[src/rtl/memory_writer.sv]
// memory_writer: turns an (addr, len) request into AXI4 INCR write bursts fed from a valid/ready stream.
// Define MEMORY_WRITER_BOUNDARY_SPLIT_EN to also cut bursts at 4 KiB address boundaries.
module memory_writer #(
    parameter int ADDR_WIDTH    = 32,
    parameter int DATA_WIDTH    = 64,
    parameter int LEN_WIDTH     = 16,
    parameter int MAX_BURST_LEN = 16
) (
    input  logic                    clock,
    input  logic                    reset,
    input  logic [ADDR_WIDTH-1:0]   addr,
    input  logic [LEN_WIDTH-1:0]    len,
    input  logic                    start,
    output logic                    busy,
    output logic                    done,
    output logic                    error,
    input  logic [DATA_WIDTH-1:0]   din_data,
    input  logic                    din_valid,
    output logic                    din_ready,
    output logic [ADDR_WIDTH-1:0]   m_axi_awaddr,
    output logic [7:0]              m_axi_awlen,
    output logic [2:0]              m_axi_awsize,
    output logic [1:0]              m_axi_awburst,
    output logic                    m_axi_awvalid,
    input  logic                    m_axi_awready,
    output logic [DATA_WIDTH-1:0]   m_axi_wdata,
    output logic [DATA_WIDTH/8-1:0] m_axi_wstrb,
    output logic                    m_axi_wlast,
    output logic                    m_axi_wvalid,
    input  logic                    m_axi_wready,
    input  logic [1:0]              m_axi_bresp,
    input  logic                    m_axi_bvalid,
    output logic                    m_axi_bready
);

    localparam int BYTES = DATA_WIDTH / 8;
    localparam int SIZE  = $clog2(BYTES);
    localparam logic [LEN_WIDTH:0] MAX_B = (LEN_WIDTH + 1)'(MAX_BURST_LEN);
    localparam logic [LEN_WIDTH:0] ROUND = (LEN_WIDTH + 1)'(BYTES - 1);
    localparam logic [BYTES-1:0]   STRB_ONE = {{(BYTES - 1){1'b0}}, 1'b1};

    // state  | meaning
    // IDLE   | waiting for start
    // AW     | address of current burst offered
    // W      | streaming beats of current burst
    // B      | waiting for the burst write response
    // DONE   | one-cycle completion report
    typedef enum logic [2:0] {S_IDLE, S_AW, S_W, S_B, S_DONE} state_t;

    state_t r_state, w_next_state;

    logic [ADDR_WIDTH-1:0] r_addr;
    logic [SIZE-1:0]       r_len_tail;
    logic [LEN_WIDTH:0]    r_rem;
    logic [8:0]            r_burst;
    logic [7:0]            r_awlen;
    logic [7:0]            r_wcnt;
    logic                  r_err;

    logic [LEN_WIDTH:0]    w_total;
    logic [LEN_WIDTH:0]    w_rem_after;
    logic [ADDR_WIDTH-1:0] w_addr_after;
    logic [LEN_WIDTH:0]    w_load_rem;
    logic [ADDR_WIDTH-1:0] w_load_addr;
    logic [8:0]            w_cap;
    logic [8:0]            w_load_burst;
    logic                  w_beat_last;
    logic                  w_xfer_last;
    logic                  w_w_fire;
    logic [BYTES-1:0]      w_tail_strb;
    logic                  w_unused;

    assign w_unused     = m_axi_bresp[0];
    assign w_total      = ({1'b0, len} + ROUND) >> SIZE;
    assign w_rem_after  = r_rem - (LEN_WIDTH + 1)'(r_burst);
    assign w_addr_after = r_addr + (ADDR_WIDTH'(r_burst) << SIZE);
    assign w_load_rem   = (r_state == S_IDLE) ? w_total : w_rem_after;
    assign w_load_addr  = (r_state == S_IDLE) ? addr : w_addr_after;
    assign w_cap        = (w_load_rem > MAX_B) ? MAX_B[8:0] : w_load_rem[8:0];

`ifdef MEMORY_WRITER_BOUNDARY_SPLIT_EN
    logic [12:0] w_to_bnd;
    assign w_to_bnd     = (13'h1000 - {1'b0, w_load_addr[11:0]}) >> SIZE;
    assign w_load_burst = ({4'b0, w_cap} > w_to_bnd) ? w_to_bnd[8:0] : w_cap;
`else
    assign w_load_burst = w_cap;
`endif

    assign w_beat_last = (r_wcnt == 8'd0);
    assign w_xfer_last = w_beat_last && (r_rem == (LEN_WIDTH + 1)'(r_burst));
    assign w_w_fire    = din_valid && m_axi_wready;
    // A zero tail means the last beat is full.
    assign w_tail_strb = (r_len_tail == '0) ? '1 : ((STRB_ONE << r_len_tail) - STRB_ONE);

    always_ff @(posedge clock or posedge reset) begin
        if (reset) r_state <= S_IDLE;
        else       r_state <= w_next_state;
    end

    always_comb begin
        w_next_state = r_state;
        case (r_state)
            S_IDLE: if (start) w_next_state = (len == '0) ? S_DONE : S_AW;
            S_AW:   if (m_axi_awready) w_next_state = S_W;
            S_W:    if (w_w_fire && w_beat_last) w_next_state = S_B;
            S_B:    if (m_axi_bvalid) w_next_state = (w_rem_after != '0) ? S_AW : S_DONE;
            S_DONE: w_next_state = S_IDLE;
            default: w_next_state = S_IDLE;
        endcase
    end

    always_ff @(posedge clock or posedge reset) begin
        if (reset) begin
            r_addr     <= '0;
            r_len_tail <= '0;
            r_rem      <= '0;
            r_burst    <= '0;
            r_awlen    <= '0;
            r_wcnt     <= '0;
            r_err      <= 1'b0;
        end else begin
            case (r_state)
                S_IDLE: if (start) begin
                    r_addr     <= addr;
                    r_len_tail <= len[SIZE-1:0];
                    r_rem      <= w_total;
                    r_burst    <= w_load_burst;
                    r_err      <= 1'b0;
                    if (len != '0) r_awlen <= 8'(w_load_burst - 9'd1);
                end
                S_AW: if (m_axi_awready) r_wcnt <= r_awlen;
                S_W:  if (w_w_fire && !w_beat_last) r_wcnt <= r_wcnt - 8'd1;
                S_B:  if (m_axi_bvalid) begin
                    r_err <= r_err | m_axi_bresp[1];
                    if (w_rem_after != '0) begin
                        r_rem   <= w_rem_after;
                        r_addr  <= w_addr_after;
                        r_burst <= w_load_burst;
                        r_awlen <= 8'(w_load_burst - 9'd1);
                    end
                end
                S_DONE: r_err <= 1'b0;
                default: ;
            endcase
        end
    end

    always_comb begin
        busy          = (r_state == S_AW) || (r_state == S_W) || (r_state == S_B);
        done          = (r_state == S_DONE);
        error         = (r_state == S_DONE) && r_err;
        m_axi_awaddr  = r_addr;
        m_axi_awlen   = r_awlen;
        m_axi_awsize  = 3'(SIZE);
        m_axi_awburst = 2'b01;
        m_axi_awvalid = (r_state == S_AW);
        m_axi_wdata   = din_data;
        m_axi_wvalid  = (r_state == S_W) && din_valid;
        din_ready     = (r_state == S_W) && m_axi_wready;
        m_axi_wlast   = (r_state == S_W) && w_beat_last;
        m_axi_wstrb   = '0;
        if (r_state == S_W) m_axi_wstrb = w_xfer_last ? w_tail_strb : '1;
        m_axi_bready  = (r_state == S_B);
    end

endmodule

[config.mk]
export PLATFORM = sky130hd
export DESIGN_NAME = memory_writer
export DESIGN_NICKNAME = d
export VERILOG_FILES = /design/src/rtl/memory_writer.sv
export SDC_FILE = /design/constraint.sdc
export NUM_CORES = 1
export LEC_CHECK = 0
export CAP_MARGIN = 20
export CORE_AREA = 2 2 137 139
export DETAILED_ROUTE_END_ITERATION = 10
export DIE_AREA = 0 0 139 141
export PLACE_DENSITY = 0.7
export SLEW_MARGIN = 10
export SYNTH_ARGS = -nofsm -noshare
export SYNTH_HDL_FRONTEND = slang
export SYNTH_SLANG_ARGS = --single-unit
[constraint.sdc]
create_clock -name clock -period 3.6 [get_ports clock]
set_input_delay 0.72 -clock clock [delete_from_list [all_inputs] [get_ports clock]]
set_output_delay 0.72 -clock clock [all_outputs]
set_load 0.02 [all_outputs]
Word level (Yosys, flattened, before mapping)
Index checks and enable logic that the tools add are counted.
{ "word_totals": {"register_bits": 81, "in_bits": 121} }
{ "op_classes": {"add_sub_neg": 6, "n_lt_le_gt_ge": 1, "n_eq_ne": 12, "n_shift": 1, "mux": 35, "n_bitwise": 1, "reduce_logical": 26} }
{ "ops": {"columns": ["operator", "count"], "rows": [
  ["32-bit two-way mux", 3],
  ["8-bit two-way mux", 9],
  ["17-bit two-way mux", 4],
  ["32-bit one-hot mux with 2 select lines", 1],
  ["9-bit two-way mux", 4],
  ["17-bit one-hot mux with 2 select lines", 1],
  ["32-bit by 12-bit adder with 32-bit output", 1],
  ["8-bit one-hot mux with 2 select lines", 2],
  ["8-bit by 1-bit subtractor with 8-bit output (second input constant)", 3],
  ["3-bit two-way mux", 6],
  ["9-bit one-hot mux with 2 select lines", 1],
  ["16-bit by 3-bit adder with 17-bit output (second input constant)", 1],
  ["17-bit by 9-bit equality test with 1-bit output", 1],
  ["17-bit by 5-bit greater-than comparator with 1-bit output (second input constant)", 1],
  ["17-bit nonzero test", 1],
  ["17-bit by 9-bit subtractor with 17-bit output", 1],
  ["16-bit logical NOT", 1],
  ["16-bit nonzero test", 1],
  ["3-bit one-hot mux with 4 select lines", 1],
  ["1-bit logical AND", 8],
  ["8-bit logical NOT", 1],
  ["2-bit inequality test (second input constant)", 4],
  ["4-bit AND reduction", 2],
  ["1-bit by 3-bit << shifter with 8-bit output (first input constant)", 1],
  ["other kinds (15)", 23]
]} }

Logic depth before layout (Yosys ltp)
Gate-level depths: netlist of the first run.
{ "depth": {"word_depth": 8, "depth_mapped": 14, "depth_no_buf": 14} }

Least setup slack after synthesis of the first run
Ideal clock, no wire load.
{ "synth_timing": {"kind": "register -> register", "startpoint": "register r_burst[0]", "endpoint": "register r_awlen[4] (netlist: m_axi_awlen[4])", "setup_time_ns": 0.082, "arrival_time_ns": 3.174, "slack_ns": 0.345, "stages_incl_launch_ff": 14, "n_path_buf": 0, "period_less_slack_ns": 3.255, "path_cell_list": "dfrtp_1 -> ha_1 -> fa_1 -> nand2b_1 -> a211oi_2 -> o21a_1 -> nor3_1 -> nand3b_1 -> o41a_1 -> nor2_2 -> o21ai_0 -> ha_1 -> or2_2 -> a31oi_1"} }
{ "synth_via": {"elab_chain_cells": 8} }
{ "synth_rtl": {"columns": ["item", "line", "source"], "rows": [
  ["start, declared", "55", "logic [8:0] r_burst;"],
  ["start signal, assigned", "127", "r_burst <= w_load_burst;"],
  ["start signal, assigned", "138", "r_burst <= w_load_burst;"],
  ["17-bit by 9-bit subtractor with 17-bit output (*)", "75", "assign w_rem_after = r_rem - (LEN_WIDTH + 1)'(r_burst);"],
  ["17-bit two-way mux", "77", "assign w_load_rem = (r_state == S_IDLE) ? w_total : w_rem_after;"],
  ["17-bit by 5-bit greater-than comparator with 1-bit output", "79", "assign w_cap = (w_load_rem > MAX_B) ? MAX_B[8:0] : w_load_rem[8:0];"],
  ["9-bit two-way mux", "79", null],
  ["8-bit by 1-bit subtractor with 8-bit output", "129, 139", null],
  ["8-bit two-way mux (on tied branches)", "135, 129", null],
  ["8-bit two-way mux (on tied branches)", "133, 123", null],
  ["8-bit one-hot mux with 2 select lines", "122", "case (r_state)"],
  ["end signal, assigned", "129", "if (len != '0) r_awlen <= 8'(w_load_burst - 9'd1);"],
  ["end signal, assigned", "139", "r_awlen <= 8'(w_load_burst - 9'd1);"],
  ["end, declared", "56", "logic [7:0] r_awlen;"]
]} }
Mark *: on every way between the ends. The rest lies on a longest branch, timed or not. The select of a mux whose other input is x is not followed.
A chain may end at the register's enable or synchronous reset.

Final worst setup path of the first run
{ "layout_timing": {"startpoint": "register r_wcnt[2]", "endpoint": "output m_axi_wstrb[1]"} }
{ "layout_via": {"elab_chain_cells": 4} }
{ "layout_rtl": {"columns": ["item", "line", "source"], "rows": [
  ["start, declared", "57", "logic [7:0] r_wcnt;"],
  ["start signal, assigned", "131", "S_AW: if (m_axi_awready) r_wcnt <= r_awlen;"],
  ["start signal, assigned", "132", "S_W: if (w_w_fire && !w_beat_last) r_wcnt <= r_wcnt - 8'd1;"],
  ["8-bit logical NOT", "89", "assign w_beat_last = (r_wcnt == 8'd0);"],
  ["1-bit logical AND", "90", "assign w_xfer_last = w_beat_last && (r_rem == (LEN_WIDTH + 1)'(r_burst));"],
  ["8-bit two-way mux (2 in a row)", "162", "if (r_state == S_W) m_axi_wstrb = w_xfer_last ? w_tail_strb : '1;"],
  ["end, declared", "27", "output logic [DATA_WIDTH/8-1:0] m_axi_wstrb,"]
]} }
No other way between the ends.

==> impl_metrics.toml, run 1 <==
[outcome]
status = "completed"

[placement]
place_congestion = 0.939
io_buffer_count = 111
hpwl_mm = 13.5
post_dp_cell_area_um2 = 7420

[worst_setup_path]
worstPathCellList = "or3_1 -> or3_1 -> nor2_1 -> nand2_1 -> nor4_1 -> buf_4 -> nor2b_2 -> a31oi_1 -> clkdlybuf4s15_1"
path_class = "reg -> out"
crit_start = "r_wcnt[2]"
cp.arrival_ns = 2.84
cp_data_required_time_ns = 2.88
crit_slowest_cell = "or3_1"
endpoint_kind = "primary output"
path_common_cell = "or3_1"
crit_path_start_kind = "flop"
slowest_delay_ns = 0.43
path_max_fanout = 5
reg2reg_from = "r_burst[0]"

[pwr]
p_clk_share_pct = 13.3
p_total_w = 0.00674
ir_drop_v = 0.000440
switching_share_pct = 47.7
netSwitchingPower_w = 0.00321
p_seq_share_pct = 24.4
power_frac_comb_pct = 62.3
leakage_nw = 3.28
cell_internal_pwr_w = 0.00352
p_per_area_nw_per_um2 = 873

[sta]
max_freq_ghz = 0.281
finalCriticalPeriod_ns = 3.56
max_slew_margin_pct = 57.7
tightest_slew_ns = 0.628
fin_crit_sh_pct = 98.9
rsz0062_at_grt = "true"
setup_violations = 0
skew_ns = 0.0117
hold_viol_final = 0
final-max-slew-violation-count = 0

[cells_and_area]
fillers = 1846
drive_gt1_share_pct = 11.0
final_nets = 981
multiInputGateArea_um2 = 3550
fin_area_um2 = 7720
area.growth.synth_to_final_pct = 20.8
diodes = 0
seqCellArea_um2 = 2030

[grt]
grt_pass1_wl_mm = 29.2
grtUsageMet3_pct = 4.82
grtUsageMet2_pct = 31.1
top_usage_layer = "met2"
grt_usage_pct = 18.4
antenna_found_initial = 0
grt_start_max_net_pins = 72
gr-usage-met1_pct = 23.7
globalRoute.totalOverflow = 0
grt_pass1_vias = 5497

[clock_tree]
cts_tree = "done"
clk_pin_slew_ns = 0.07
post_cts_buffers = 0
cts-buffers-inserted = 9
h-tree-depth = 3
clockBufferDepth = 2
clock-root-buffer = "clkbuf_16"
cts_num_sinks = 81
clk_latency_ns = 0.36

[die]
die-area_um2 = 19600
io_pins = 246
core_um2 = 18300
start_util_pct = 35.0
rows = 50
die_w_um = 139
dieHeight_um = 141

[yosys]
ys_seq_area_share_pct = 31.7
ys_types = 75
synth_top_family_by_area = "compound AO/OA/AOI/OAI gates"
synth_area_per_cell_um2 = 8.20
yosys_warnings = 0
synth_adder_area_share_pct = 4.74
synth_simple_gate_area_share_pct = 20.5
netlist_area_um2 = 6390
syn_inst = 779
synth-compound-area-share_pct = 23.1
async_reset_ff_share_pct = 100
ys_ff_latch = 81
synth-xor-area-share_pct = 3.98
synth.area.mux_share_pct = 2.41
synth-edff-count = 0
synthFlopType = "dfrtp_1"

[detailed_routing]
first_pass_iters = 5
vias_per_cell = 5.44
drtIter0Drc = 404
dr_total_vias = 5853
ant_nets = 0
drt-total-wl_mm = 18.1
wl_per_cell_um = 16.8
drcViolationCount = 0

[job]
drv_cap = 0

[hold_path]
hold_start = "r_rem[3]"
hp-class = "reg -> reg"
==> metal layers <==
metal  share of wire (%)  routed length, um
met1                  43               7750
met2                  48               8700
met3                 7.1               1280
met4                 1.9                348
met5                   0                  0
==> critical path, delay by kind of cell (launching register included) <==
family                 cells  cell delay (ns)
AO/OA/AOI/OAI              1             0.11
flip-flops                 1             0.41
buffers and inverters      2             0.49
AND/OR/NAND/NOR            6             1.49
==> cell families after synthesis <==
| group | Yosys count |
|---|---|
| xor+xnor | 29 |
| fa+ha+maj | 23 |
| flops | 81 |
| other cells | 2 |
| simple gates | 263 |
| buf+inv | 144 |
| mux | 14 |
| compound gates | 223 |
==> stage by stage <==
stage	std cells	setup TNS, ns	hold WS (ns)	worst slack, ns	util (%)
after floorplan	782	0	0.456	0.345	-
after global placement	1060	0	0.471	0.128	40.6
after detailed placement	1060	0	0.479	0.0866	40.6
after CTS	1076	0	0.496	0.00990	42.1
after global routing	1076	-0.105	0.515	-0.105	42.3
final	1076	0	0.492	0.0393	42.3
==> registers in the layout, summed over array words and instances (netlist names) <==
| register | cells |
|---|---|
| r_wcnt | 8 |
| r_err | 1 |
| r_state | 3 |
| r_len_tail | 3 |
| r_burst | 9 |
| m_axi_awaddr | 32 |
| m_axi_awlen | 8 |
| r_rem | 17 |
==> layout by cell type (no fill, tap or decap), types with 10 or more instances in the layout <==
master / synthesis / layout
dfrtp_1: 81 / 81
buf_4: 70 / 36
o22ai_1: 18 / 18
and2_1: 10 / 10
o21ai_1: 12 / 13
xor2_1: 17 / 17
nor2b_1: 11 / 10
ha_1: 21 / 21
nor2_1: 59 / 58
xnor2_1: 12 / 12
nor3_1: 31 / 31
a21o_1: 10 / 10
inv_1: 37 / 36
nand2_1: 68 / 67
o21ai_0: 58 / 57
clkdlybuf4s50_1: 0 / 104
a31oi_1: 11 / 11
a21oi_1: 38 / 38
nand3_1: 22 / 22
a22oi_1: 15 / 15
==> cell usage after synthesis, types with 12 or more instances <==
cell type,count,area [um^2]
xnor2_1,12,105
o21ai_0,58,290
nand3_1,22,110
ha_1,21,263
clkbuf_1,22,82.6
a21oi_1,38,190
nand2_1,68,255
buf_4,70,526
o22ai_1,18,113
dfrtp_1,81,2030
nor2_1,59,221
xor2_1,17,149
inv_1,37,139
a22oi_1,15,113
o21ai_1,12,60.1
nor3_1,31,155
==> final cells by class <==
class	instances	area share, %
clock buffer	10	2.97
clock inverter	6	0.665
inverter	38	1.86
multi-input combinational	557	46.0
sequential	81	26.3
tap	234	3.79
timing repair buffer	150	18.5
==> repair_timing <==
item	in CTS	in global routing
resized for setup	6	13
endpoints found under the setup margin	5	16
endpoints found under the hold margin	0	0
hold buffers	0	0
pin swaps	0	2
==> power by group through the flow <==
stage	clock [W]	sequential (W)	combinational [W]
floorplan	0	0.00173	0.00282
global placement	0	0.00164	0.00410
detailed placement	0	0.00164	0.00416
CTS	0.000912	0.00164	0.00416
global route	0.000945	0.00170	0.00461
finish	0.000895	0.00164	0.00420
==> worst paths after layout <==
kind,cells past startpoint,end,slack (ns)
setup / recovery,9,m_axi_wstrb[1],0.04
max in group asynchronous,3,r_rem[15],2.31
hold reg to reg,1,r_rem[3],0.49
min in group asynchronous,2,m_axi_awlen[7],0.61
hold / removal,1,r_rem[3],0.49
setup reg to reg,13,m_axi_awlen[4],0.25
(Power assumes the default switching activity.)
==> inputs of run 2 (changes only) <==
Settings changed: HOLD_SLACK_MARGIN set to 0.03, SLEW_MARGIN 10 to unset.
==> results of run 2 <==
Same layout as run 1: the final DEF is identical, and so are final timing and power.
==> inputs of run 3 (changes only) <==
Clock period 3.6 ns to 4.4 ns, I/O delays scaled along.
==> run 3 against run 2 <==
Wire length decreased by 0.86%. Hold slack worse by 0.010 ns. Clock skew down 0.00083 ns. Largest power group unchanged. Critical path depth stayed put. Power shrank 20%. Clock power shrank 21%. Sequential cell count stayed put.
==> impl_metrics.toml, run 3 (synthesis gave the netlist of run 1 again) <==
[outcome]
status = "completed"

[cells_and_area]
largest_reg_flops = 32
area.growth.synth_to_final_pct = 17.4
drive_gt1_share_pct = 7.82
diodes = 0
layout_common_cells = "clkdlybuf4s50_1 (111), dfrtp_1 (81), nand2_1 (67)"
final_nets = 957
fin_area_um2 = 7500
final_util_pct = 41.1
layout_commonest_cell = "clkdlybuf4s50_1"

[worst_setup_path]
regToRegEndpoint = "m_axi_awlen[4]"
path_max_fanout = 5
reg2reg_from = "r_burst[0]"
r2r_cells = 13
crit_family = "simple AND/OR/NAND/NOR gates"
crit_slowest_cell = "clkdlybuf4s50_1"
critPathBufInv = 2
endpoint_kind = "primary output"
path_common_cell = "or3_1"
crit_path_start_kind = "flop"
worstPathCellList = "or3_1 -> or3_1 -> nor2_1 -> nand2_1 -> nor4_1 -> buf_4 -> nor2b_1 -> a31oi_1 -> clkdlybuf4s50_1"
path_class = "reg -> out"
r2r_setup_slack_ns = 0.49
slowest_delay_ns = 0.56
cp_data_required_time_ns = 3.52
cp.arrival_ns = 3.24

[pwr]
switching_share_pct = 47.7
p_seq_share_pct = 25.0
cell_internal_pwr_w = 0.00282
power_frac_comb_pct = 61.8
leakage_nw = 3.12
p_per_area_nw_per_um2 = 717
ir_drop_v = 0.000494
p_clk_share_pct = 13.2
netSwitchingPower_w = 0.00256

[detailed_routing]
wl_per_cell_um = 17.0
vias_per_cell = 5.54
drtIter0Drc = 295
first_pass_iters = 6
drcViolationCount = 0
dr_total_vias = 5823
drt-total-wl_mm = 17.9
ant_nets = 0

[sta]
fin_crit_sh_pct = 93.6
hold_viol_final = 0
tightest_slew_ns = 0.983
setup_ws_ns = 0.283
max_slew_margin_pct = 34.5
setup_violations = 0
finalCriticalPeriod_ns = 4.12
final-max-slew-violation-count = 0
skew_ns = 0.0108
max_freq_ghz = 0.243
finalSetupTns_ns = 0
rsz0062_at_grt = "false"

[grt]
globalRoute.totalOverflow = 0
grt_pass1_vias = 5750
grt_start_max_net_pins = 43
antenna_found_initial = 0
grt_usage_pct = 18.5
grt_pass1_wl_mm = 29.5

[hold_path]
whs_endpoint = "m_axi_awaddr[1]"
hp-class = "reg -> reg"
hold_start = "m_axi_awaddr[1]"
whs_path_depth = 2

[placement]
hpwl_mm = 13.3
post_dp_cell_area_um2 = 7230
place_congestion = 0.965
dp_slack_ns = 0.421
io_buffer_count = 111

[die]
start_util_pct = 35.0
die-area_um2 = 19600
rows = 50
io_pins = 246
die_w_um = 139
dieHeight_um = 141
core_um2 = 18300

[clock_tree]
hold_buffers = 0
post_cts_buffers = 0
clk_pin_slew_ns = 0.06
h-tree-depth = 3
cts_tree = "done"
clock-root-buffer = "clkbuf_16"
cts-resized-gates = 0
clockBufferDepth = 2
cts-buffers-inserted = 9
cts_num_sinks = 81
clk_latency_ns = 0.35

[job]
drv_cap = 0
run 3: cell count changes in the layout (fill, tap and decap cells not counted), sizes merged:
cell | previous run | this run
dlygate4sd2 | 2 | 0
inv | 39 | 37
clkinvlp | 3 | 1
clkbuf | 12 | 11
clkdlybuf4s15 | 1 | 0
buf | 39 | 15
dlymetal6s2s | 2 | 0
clkdlybuf4s50 | 104 | 111
clkinv | 2 | 5
run 3: through the flow:
| step | std cells | total power [W] | hold slack, ns |
|---|---|---|---|
| 6_report | 1052 | 0.00538 | 0.482 |
| 5_1_grt | 1052 | 0.00582 | 0.523 |
| 4_1_cts | 1052 | 0.00539 | 0.488 |
| 3_5_place_dp | 1036 | 0.00465 | 0.474 |
| 3_3_place_gp | 1036 | 0.00459 | 0.472 |
| 2_1_floorplan | 782 | 0.00373 | 0.456 |
run 3: worst max-delay path by stage:
stage	startpoint	endpoint	depth (start not counted)
after floorplan	len[2]	m_axi_awlen[4]	10
after CTS	r_wcnt[2]	m_axi_wstrb[1]	9
after global placement	len[3]	m_axi_awlen[4]	12
after global routing	r_wcnt[2]	m_axi_wstrb[3]	9
final	r_wcnt[2]	m_axi_wstrb[1]	9
after detailed placement	len[3]	m_axi_awlen[4]	12
run 3: metal layers:
| metal | GRT usage (%) | vias up | wire length (um) |
|---|---|---|---|
| li1 | - | 2778 | - |
| met4 | 7.81 | 0 | 487 |
| met2 | 31.3 | 218 | 8700 |
| met5 | 0 | - | 0 |
| met3 | 4.45 | 37 | 1170 |
| met1 | 22.6 | 2790 | 7570 |
run 3: power groups by stage:
stage / logic [W] / clock network, W / registers [W]
final: 0.00332 / 0.000709 / 0.00135
after global routing: 0.00366 / 0.000761 / 0.00139
after CTS: 0.00332 / 0.000731 / 0.00134
after detailed placement: 0.00331 / 0 / 0.00134
after global placement: 0.00324 / 0 / 0.00134
after floorplan: 0.00231 / 0 / 0.00142
run 3: layout make-up:
type | count | area, um^2
timing repair buffer | 126 | 1240
tap | 234 | 293
fill | 1859 | 10800
clock buffer | 11 | 243
multi-input combinational | 557 | 3530
sequential | 81 | 2030
inverter | 38 | 144
clock inverter | 5 | 31.3
run 3: worst reg2reg max path, cell delays in order (launching register included):
cell      delay (ns)
dfrtp_1         0.45
ha_1            0.24
fa_1            0.41
nand2b_1        0.21
a211oi_2        0.31
o21a_1          0.25
nor3_1          0.05
nand3b_1        0.22
o41a_1          0.43
nor2_2          0.33
o21ai_0         0.22
ha_1            0.26
or2_2           0.29
a31oi_1         0.16
